File: src/rtl/drp_rmw_master_if.sv
// Bundle of command/response and DRP signals shared by the reconfiguration master and its peers.
interface drp_rmw_master_if;
  logic        cmd_valid;
  logic        cmd_ready;
  logic        cmd_write;
  logic [6:0]  cmd_addr;
  logic [15:0] cmd_mask;
  logic [15:0] cmd_data;
  logic        rsp_valid;
  logic [15:0] rsp_data;
  logic        rsp_err;
  logic        pll_rst;
  logic [6:0]  daddr;
  logic        den;
  logic        dwe;
  logic [15:0] di;
  logic [15:0] drp_do;
  logic        drdy;

  modport master (
    input  cmd_valid, cmd_write, cmd_addr, cmd_mask, cmd_data, drp_do, drdy,
    output cmd_ready, rsp_valid, rsp_data, rsp_err, pll_rst, daddr, den, dwe, di
  );

  modport slave (
    output cmd_valid, cmd_write, cmd_addr, cmd_mask, cmd_data, drp_do, drdy,
    input  cmd_ready, rsp_valid, rsp_data, rsp_err, pll_rst, daddr, den, dwe, di
  );
endinterface

File: src/rtl/drp_rmw_master.sv
// DRP initiator: one read or masked read-modify-write per command, with a per-wait timeout
// and an optional PLL reset held across write sequences.
module drp_rmw_master #(
  parameter int TIMEOUT  = 64,
  parameter bit HOLD_RST = 1'b1
) (
  input logic              i_clk,
  input logic              i_rst_n,
  drp_rmw_master_if.master bus
);

  localparam logic [2:0] S_IDLE    = 3'd0;
  localparam logic [2:0] S_RD_REQ  = 3'd1;
  localparam logic [2:0] S_RD_WAIT = 3'd2;
  localparam logic [2:0] S_WR_REQ  = 3'd3;
  localparam logic [2:0] S_WR_WAIT = 3'd4;
  localparam logic [2:0] S_RSP     = 3'd5;

  localparam int            CW   = $clog2(TIMEOUT + 1);
  localparam logic [CW-1:0] LAST = CW'(TIMEOUT - 1);

  logic [2:0]    r_state;
  logic          r_write;
  logic [6:0]    r_addr;
  logic [15:0]   r_mask;
  logic [15:0]   r_data;
  logic [15:0]   r_rdata;
  logic [15:0]   r_di;
  logic [CW-1:0] r_cnt;
  logic [15:0]   r_rsp_data;
  logic          r_rsp_err;

  logic          w_drdy;
  logic          w_expired;
  logic [15:0]   w_merged;

  // X/Z on DRDY compares as not-equal, so it never completes an access
  assign w_drdy    = (bus.drdy == 1'b1);
  assign w_expired = (r_cnt == LAST);
  assign w_merged  = (bus.drp_do & r_mask) | (r_data & ~r_mask);

  always_ff @(posedge i_clk or negedge i_rst_n) begin
    if (!i_rst_n) begin
      r_state    <= S_IDLE;
      r_write    <= 1'b0;
      r_addr     <= '0;
      r_mask     <= '0;
      r_data     <= '0;
      r_rdata    <= '0;
      r_di       <= '0;
      r_cnt      <= '0;
      r_rsp_data <= '0;
      r_rsp_err  <= 1'b0;
    end else begin
      case (r_state)
        S_IDLE: begin
          if (bus.cmd_valid) begin
            r_write <= bus.cmd_write;
            r_addr  <= bus.cmd_addr;
            r_mask  <= bus.cmd_mask;
            r_data  <= bus.cmd_data;
            r_state <= S_RD_REQ;
          end
        end
        S_RD_REQ: begin
          r_cnt   <= '0;
          r_state <= S_RD_WAIT;
        end
        S_RD_WAIT: begin
          if (w_drdy) begin
            r_rdata <= bus.drp_do;
            r_di    <= w_merged;
            if (r_write) begin
              r_state <= S_WR_REQ;
            end else begin
              r_rsp_data <= bus.drp_do;
              r_rsp_err  <= 1'b0;
              r_state    <= S_RSP;
            end
          end else if (w_expired) begin
            r_rsp_data <= '0;
            r_rsp_err  <= 1'b1;
            r_state    <= S_RSP;
          end else begin
            r_cnt <= r_cnt + 1'b1;
          end
        end
        S_WR_REQ: begin
          r_cnt   <= '0;
          r_state <= S_WR_WAIT;
        end
        // A write timeout still reports the value read before modification
        S_WR_WAIT: begin
          if (w_drdy || w_expired) begin
            r_rsp_data <= r_rdata;
            r_rsp_err  <= !w_drdy;
            r_state    <= S_RSP;
          end else begin
            r_cnt <= r_cnt + 1'b1;
          end
        end
        S_RSP:   r_state <= S_IDLE;
        default: r_state <= S_IDLE;
      endcase
    end
  end

  // Strobes decode straight from state so an async reset drops them immediately
  assign bus.cmd_ready = (r_state == S_IDLE);
  assign bus.den       = (r_state == S_RD_REQ) || (r_state == S_WR_REQ);
  assign bus.dwe       = (r_state == S_WR_REQ);
  assign bus.rsp_valid = (r_state == S_RSP);
  assign bus.rsp_data  = r_rsp_data;
  assign bus.rsp_err   = r_rsp_err;
  assign bus.pll_rst   = HOLD_RST && r_write && (r_state != S_IDLE);
  assign bus.daddr     = r_addr;
  assign bus.di        = r_di;

endmodule

File: src/flat_wrapper.sv
// flat-port wrapper written by rule: the top's interface ports become plain ports
module drp_rmw_master_flat 
#(
  parameter int TIMEOUT  = 64,
  parameter bit HOLD_RST = 1'b1
)
  (i_clk, i_rst_n, bus_cmd_valid, bus_cmd_write, bus_cmd_addr, bus_cmd_mask, bus_cmd_data, bus_drp_do, bus_drdy, bus_cmd_ready, bus_rsp_valid, bus_rsp_data, bus_rsp_err, bus_pll_rst, bus_daddr, bus_den, bus_dwe, bus_di);
  drp_rmw_master_if bus_i ();
  input logic i_clk;
  input logic i_rst_n;
  input wire logic [$bits(bus_i.cmd_valid)-1:0] bus_cmd_valid;
  input wire logic [$bits(bus_i.cmd_write)-1:0] bus_cmd_write;
  input wire logic [$bits(bus_i.cmd_addr)-1:0] bus_cmd_addr;
  input wire logic [$bits(bus_i.cmd_mask)-1:0] bus_cmd_mask;
  input wire logic [$bits(bus_i.cmd_data)-1:0] bus_cmd_data;
  input wire logic [$bits(bus_i.drp_do)-1:0] bus_drp_do;
  input wire logic [$bits(bus_i.drdy)-1:0] bus_drdy;
  output wire logic [$bits(bus_i.cmd_ready)-1:0] bus_cmd_ready;
  output wire logic [$bits(bus_i.rsp_valid)-1:0] bus_rsp_valid;
  output wire logic [$bits(bus_i.rsp_data)-1:0] bus_rsp_data;
  output wire logic [$bits(bus_i.rsp_err)-1:0] bus_rsp_err;
  output wire logic [$bits(bus_i.pll_rst)-1:0] bus_pll_rst;
  output wire logic [$bits(bus_i.daddr)-1:0] bus_daddr;
  output wire logic [$bits(bus_i.den)-1:0] bus_den;
  output wire logic [$bits(bus_i.dwe)-1:0] bus_dwe;
  output wire logic [$bits(bus_i.di)-1:0] bus_di;
  assign bus_i.cmd_valid = bus_cmd_valid;
  assign bus_i.cmd_write = bus_cmd_write;
  assign bus_i.cmd_addr = bus_cmd_addr;
  assign bus_i.cmd_mask = bus_cmd_mask;
  assign bus_i.cmd_data = bus_cmd_data;
  assign bus_i.drp_do = bus_drp_do;
  assign bus_i.drdy = bus_drdy;
  assign bus_cmd_ready = bus_i.cmd_ready;
  assign bus_rsp_valid = bus_i.rsp_valid;
  assign bus_rsp_data = bus_i.rsp_data;
  assign bus_rsp_err = bus_i.rsp_err;
  assign bus_pll_rst = bus_i.pll_rst;
  assign bus_daddr = bus_i.daddr;
  assign bus_den = bus_i.den;
  assign bus_dwe = bus_i.dwe;
  assign bus_di = bus_i.di;
  drp_rmw_master #(.TIMEOUT(TIMEOUT), .HOLD_RST(HOLD_RST)) u_core (.i_clk(i_clk), .i_rst_n(i_rst_n), .bus(bus_i));
endmodule
File: config.mk
export PLATFORM = sky130hd
export DESIGN_NAME = drp_rmw_master_flat
export DESIGN_NICKNAME = d
export VERILOG_FILES = /design/src/rtl/drp_rmw_master_if.sv /design/src/rtl/drp_rmw_master.sv /design/src/flat_wrapper.sv
export SDC_FILE = /design/constraint.sdc
export NUM_CORES = 1
export LEC_CHECK = 0
export ABC_AREA = 1
export BUFFER_PORTS_ARGS = -buffer_cell sky130_fd_sc_hd__clkbuf_2
export CORE_AREA = 2 2 108 110
export DETAILED_ROUTE_END_ITERATION = 10
export DIE_AREA = 0 0 110 112
export PLACE_DENSITY = 0.65
export SLEW_MARGIN = 25
export SYNTH_ARGS = -nofsm -noshare
export SYNTH_HDL_FRONTEND = slang
export SYNTH_SLANG_ARGS = --single-unit
export TNS_END_PERCENT = 20
File: constraint.sdc
create_clock -name i_clk -period 5.5 [get_ports i_clk]
set_clock_uncertainty 0.2 [all_clocks]
set_input_delay 0.55 -clock i_clk [delete_from_list [all_inputs] [get_ports i_clk]]
set_output_delay 0.55 -clock i_clk [all_outputs]
set_load 0.02 [all_outputs]
# Word level (Yosys, flattened, before mapping)
# Cells that the tools add are included.
# W data, S select, Z words.
[word_totals]
register_bits = 99
wordCells = 62
[classes]
reduce_logical = 14
bitwise = 4
n_mux = 20
n_addsub = 1
eq_ne = 13
[op_table]
columns = ["operator", "count"]
rows = [
  ["$mux W16", 4],
  ["$and A16 B16 Y16", 2],
  ["$pmux W16 S2", 1],
  ["$mux W7", 3],
  ["$pmux W7 S3", 1],
  ["$not A16 Y16", 1],
  ["$or A16 B16 Y16", 1],
  ["$mux W3", 5],
  ["$pmux W3 S5", 1],
  ["$ne A2 B2 Y1 const B", 4],
  ["$reduce_and A4 Y1", 2],
  ["$add A7 B1 Y7 const B", 1],
  ["$eq A7 B6 Y1 const B", 1],
  ["$eq A3 B2 Y1 const B", 2],
  ["$eq A3 B3 Y1 const B", 2],
  ["$reduce_bool A3 Y1", 2],
  ["$mux W1", 4],
  ["$reduce_and A2 Y1", 2],
  ["$eq A3 B1 Y1 const B", 1],
  ["$logic_not A3 Y1", 1],
  ["$ne A3 B2 Y1 const B", 1],
  ["$ne A3 B3 Y1 const B", 1],
  ["$reduce_and A3 Y1", 1],
  ["$logic_or A1 B1 Y1", 2],
  ["other kinds (6)", 6],
]

# Depth between registers and ports, before layout
[logic_depth]
ltp_word = 4
mapped_depth = 9

# Worst setup path before layout
# Ideal clock, no wire load.
[synth_path]
kind = "reg2out"
start = "register u_core.r_state[1]"
end = "output bus_pll_rst"
arrival_ns = 1.356
required_time_ns = 4.750
slack_ns = 3.394
stages_incl_launch_ff = 6
path_cell_list = "dfrtp_1 nor2_1 nand2_1 inv_2 clkbuf_1 nor2_1"
[synth_via]
elab_chain_cells = 2
[synth_lines]
columns = ["item", "line", "source"]
rows = [
  ["start: declaration", "drp_rmw_master.sv:22", "logic [2:0] r_state;"],
  ["start signal: assignment", "drp_rmw_master.sv:44", "r_state <= S_IDLE;"],
  ["start signal: assignment", "drp_rmw_master.sv:62", "r_state <= S_RD_REQ;"],
  ["start signal: assignment", "drp_rmw_master.sv:67", "r_state <= S_RD_WAIT;"],
  ["$reduce_bool A3 Y1", "drp_rmw_master.sv:115", "assign bus.pll_rst = HOLD_RST && r_write && (r_state != S_IDLE);"],
  ["$logic_and A1 B1 Y1", "drp_rmw_master.sv:115", ""],
  ["end: declaration", "flat_wrapper.sv:22", "output wire logic [$bits(bus_i.pll_rst)-1:0] bus_pll_rst;"],
]
# No other way between the ends.

# Worst setup path after layout
[layout_path]
start = "register u_core.r_state[1]"
end = "register u_core.r_data[2]"
[layout_via]
elab_chain_cells = 2
[layout_lines]
columns = ["item", "line", "source"]
rows = [
  ["$logic_not A3 Y1", "drp_rmw_master.sv:55", "case (r_state)"],
  ["$reduce_and A2 Y1 (no source line)", "--", ""],
  ["end signal: assignment", "drp_rmw_master.sv:61", "r_data <= bus.cmd_data;"],
  ["end: declaration", "drp_rmw_master.sv:26", "logic [15:0] r_data;"],
]
# No other way between the ends.
# A chain may end at the register's enable or synchronous reset.

==> impl.org <==
** Status
- Outcome :: finished clean

** Synthesis
- Yosys mapped a number of flops with a built-in enable equal to 0.
- In the synthesized netlist the dominant register cell turns out to be dfrtp_1.
- Most frequent cell after synthesis :: nand2_1
- The number of nets handed over by synthesis was slightly above 600.
- Mapped Area :: roughly 4400 µm²
- In the synthesized netlist, the cells that appear most often are nand2_1 (210), dfrtp_1 (99), nand3_1 (75).
- By area the synthesized netlist is led by dfrtp_1 (56%), nand2_1 (18%), nand3_1 (8.5%).
- Share of flip-flops with an asynchronous set or reset :: between 90% and 100%
- Warnings from Yosys :: 0
- Portion of the post-synthesis area used by sequential elements :: a little under three fifths
- The cell count after synthesis came out at about 540.
- The average instance in the mapped netlist occupies between 8 and 9 µm².
- Yosys mapped the design onto 23 distinct sky130hd cell types.
- Synth top area share :: between 50 and 60%
- The biggest area contributor in the post-synthesis netlist is dfrtp_1.
- The synthesized design contains 99 register bits.

** Layout
- Post-route cell area :: approximately 5300 µm²
- Area grow syn2layout :: 20.3%
- The final layout contains around 700 nets.
- Layout cells sized above 1 :: ~20%
- The number of antenna diodes in the final layout is 0.

** Timing
- Timing would allow up to about 390 MHz.
- Setup repair after global routing left no endpoint under its margin.
- The worst path needs about 2.6 ns of the cycle, external delays included.
- Setup violation total in the final timing report :: 0
- The worst pin sits at a relative slew slack of roughly two fifths.
- Setup TNS :: 0 ns
- Final Max Slew Viols :: 0
- Final hold violations :: 0
- Worst Tran Pin Value :: about 0.92 ns
- The final critical path takes up around 47% of the cycle.

** Power and ir drop
- IR analysis of the VDD net gives a maximum drop of 0.223 mV.
- Dividing total power by cell area gives a power density of 555 nW/µm².
- Summed over all cells, the static leakage comes to 2.92 nW.

** Hold path
- Worst min-delay path category :: in2reg
- The worst hold path passes through 3 cells.
- For hold timing, the worst endpoint is u_core.bus.daddr[2].
- Hold path start :: bus_cmd_addr[2]

** Clock network
- In this run, post-CTS repair resized a total of 0 instances.
- Number of clock buffers inserted by TritonCTS :: 9
- The clock drives 99 sinks.
- No sink is reached through more buffers than the 2 on the longest clock path.
- Clock root cell :: clkbuf_16
- TritonCTS built the clock tree.
- Clock-pin slew was measured on the worst setup and hold paths at about 0.070 ns.
- Source-to-sink clock delay at the later pin of the worst-skew pair :: 0.34 ns
- The H-tree generated during clock tree synthesis spans 3 levels.

** Critical path
- End of the worst register-to-register path :: u_core.r_data[2]
- Setup slack on the worst reg-to-reg path comes out at about 3 ns.
- Critical path peak fanout :: 35
- The largest individual stage delay along the critical path comes from the cell inv_2.
- Element type at the critical path end :: register
- Largest stage delay on the critical path :: between 0.4 and 0.5 ns
- R2R cell count :: 7
- The worst register-to-register path begins at u_core.r_state[1].
- Buffer and inverter count on the worst path :: 2
- Walking the worst path, the cells encountered are nor2_1 > nand2_1 > inv_2 > nand2_1 > buf_4 > nor2_1 > a21oi_1.
- Launching element type of the critical path :: register
- The critical path is of the reg2reg type.
- Arr. time, crit path :: roughly 2.6 ns
- Launch point of the worst path :: u_core.r_state[1]
- Critical Path RT :: around 5.5 ns
- The kind of cell with the highest combined delay along the critical path is simple AND/OR/NAND/NOR gates.

** Die
- After floorplanning, the core was sized to cover about 11,000 µm².
- Boundary pin count :: around 110
- The floorplan step set the die height to 112 µm.
- Area of the die :: between 10,000 and 15,000 µm²
- Floorplan row count :: 39
- Measured along the x axis, the die boundary spans 110 µm.
- The initial utilization of the core area, before any placement, comes to between 30 and 40%.

** Global route
- Global routing used between 15 and 20% of the available tracks across all layers.
- Maximum number of pins on one net before global-route repair :: 74
- First-pass GRT wire length :: 17,500 µm
- Remaining global-route overflow :: 0
- Antenna violations before repair :: 0
- Number of global-route vias before repair :: around 3,500

** Placed design
- In this run the tool buffered the top-level ports with 104 buffer cells.
- Half-perimeter wire length after detailed placement :: about 7500 µm
- Total placed instance area :: ~5000 µm²
- Routability-driven placement finished with a final weighted congestion of ~0.77.

** Drt
- Average wire length per cell after detail routing :: 13.4 µm
- DRC marker count from the first detailed-route iteration :: 215
- Total via count in the routed design :: approximately 3,800
- Aggregate routed wire length :: 10,500 µm
- Antenna Nets Post-Route :: 0
- Drc violations :: 0
- Via density per instance :: approximately 4.8
- 1st-pass router iterations :: 4

** Job
- Number of max-cap violations :: 0
-- power by group --
| part | leakage (nW) | total [mW] | internal [mW] | switching, mW |
|---|---|---|---|---|
| Clock | 0.130 | 0.609 | 0.351 | 0.258 |
| Sequential | 1.24 | 1.24 | 1.05 | 0.194 |
| Combinational | 1.55 | 1.08 | 0.345 | 0.740 |
| Total | 2.92 | 2.94 | 1.75 | 1.19 |
-- logic make-up after synthesis --
group / after synthesis / share of synthesized area (%)
fa+ha+maj: 1 / 0.284
simple gates: 318 / 30.5
flops: 99 / 56.3
xor+xnor: 1 / 0.199
compound gates: 61 / 7.08
buf+inv: 63 / 5.71
-- worst min-delay path, cell delays in order --
cell      delay, ns
clkbuf_2       0.08
nand3_1        0.06
nand2_1        0.05
-- sequential cells by signal (all words and copies together) (netlist names), 3 cells and up --
name / count
u_core.r_state: 3
u_core.r_data: 16
u_core.r_mask: 16
u_core.bus.di: 16
u_core.r_rdata: 16
u_core.r_cnt: 7
u_core.bus.rsp_data: 16
u_core.bus.daddr: 7
-- timing repair --
action,in CTS,in global routing
hold buffers,1,0
buffers inserted,0,0
endpoints found under the hold margin,26,0
-- how the worst max path moves through the flow --
| stage | end | cells past startpoint |
|---|---|---|
| after floorplan | bus_pll_rst | 5 |
| after global routing | u_core.r_data[4] | 7 |
| final | u_core.r_data[2] | 7 |
| after detailed placement | u_core.r_rdata[8] | 6 |
| after CTS | u_core.bus.di[15] | 5 |
| after global placement | u_core.bus.di[9] | 6 |
-- routing by layer --
metal	up-vias	track usage, %	share of wire [%]
met5	-	0	0
met4	0	6.41	1.6
met3	11	3.22	4.3
met2	84	25.5	45
met1	1752	28.1	49
li1	1913	-	-
-- cell usage in the layout (no fill, tap or decap), drive strengths merged --
cell type	n
clkinvlp	1
bufinv	1
or2	1
o21bai	1
nor3b	2
o221ai	1
dlygate4sd3	1
nor2	25
inv	37
buf	3
nand3	77
clkinv	1
dfrtp	99
clkbuf	116
a21oi	9
o21ai	50
nand2	213
ha	1
xnor2	1
-- stage by stage --
| step | hold slack (ns) | util (%) | setup WS, ns | std cells | power, mW |
|---|---|---|---|---|---|
| 6_report | 0.234 | 47.4 | 2.92 | 783 | 2.94 |
| 5_1_grt | 0.247 | 47.4 | 2.65 | 783 | 3.17 |
| 4_1_cts | 0.228 | 47.4 | 2.74 | 783 | 2.97 |
| 3_5_place_dp | 0.260 | 44.8 | 2.43 | 767 | 2.35 |
| 3_3_place_gp | 0.255 | 44.8 | 2.56 | 767 | 2.31 |
| 2_1_floorplan | 0.0544 | - | 3.39 | 543 | 1.99 |
-- area by class of cell --
| type | count | area [µm²] |
|---|---|---|
| clock buffers | 13 | 240 |
| fillers | 1119 | 5880 |
| multi-input cells | 381 | 1670 |
| flip-flops and latches | 99 | 2480 |
| inverters | 38 | 143 |
| clock inverters | 2 | 37.5 |
| repair buffers | 107 | 548 |
| well taps | 143 | 179 |
(Power assumes the default switching activity.)
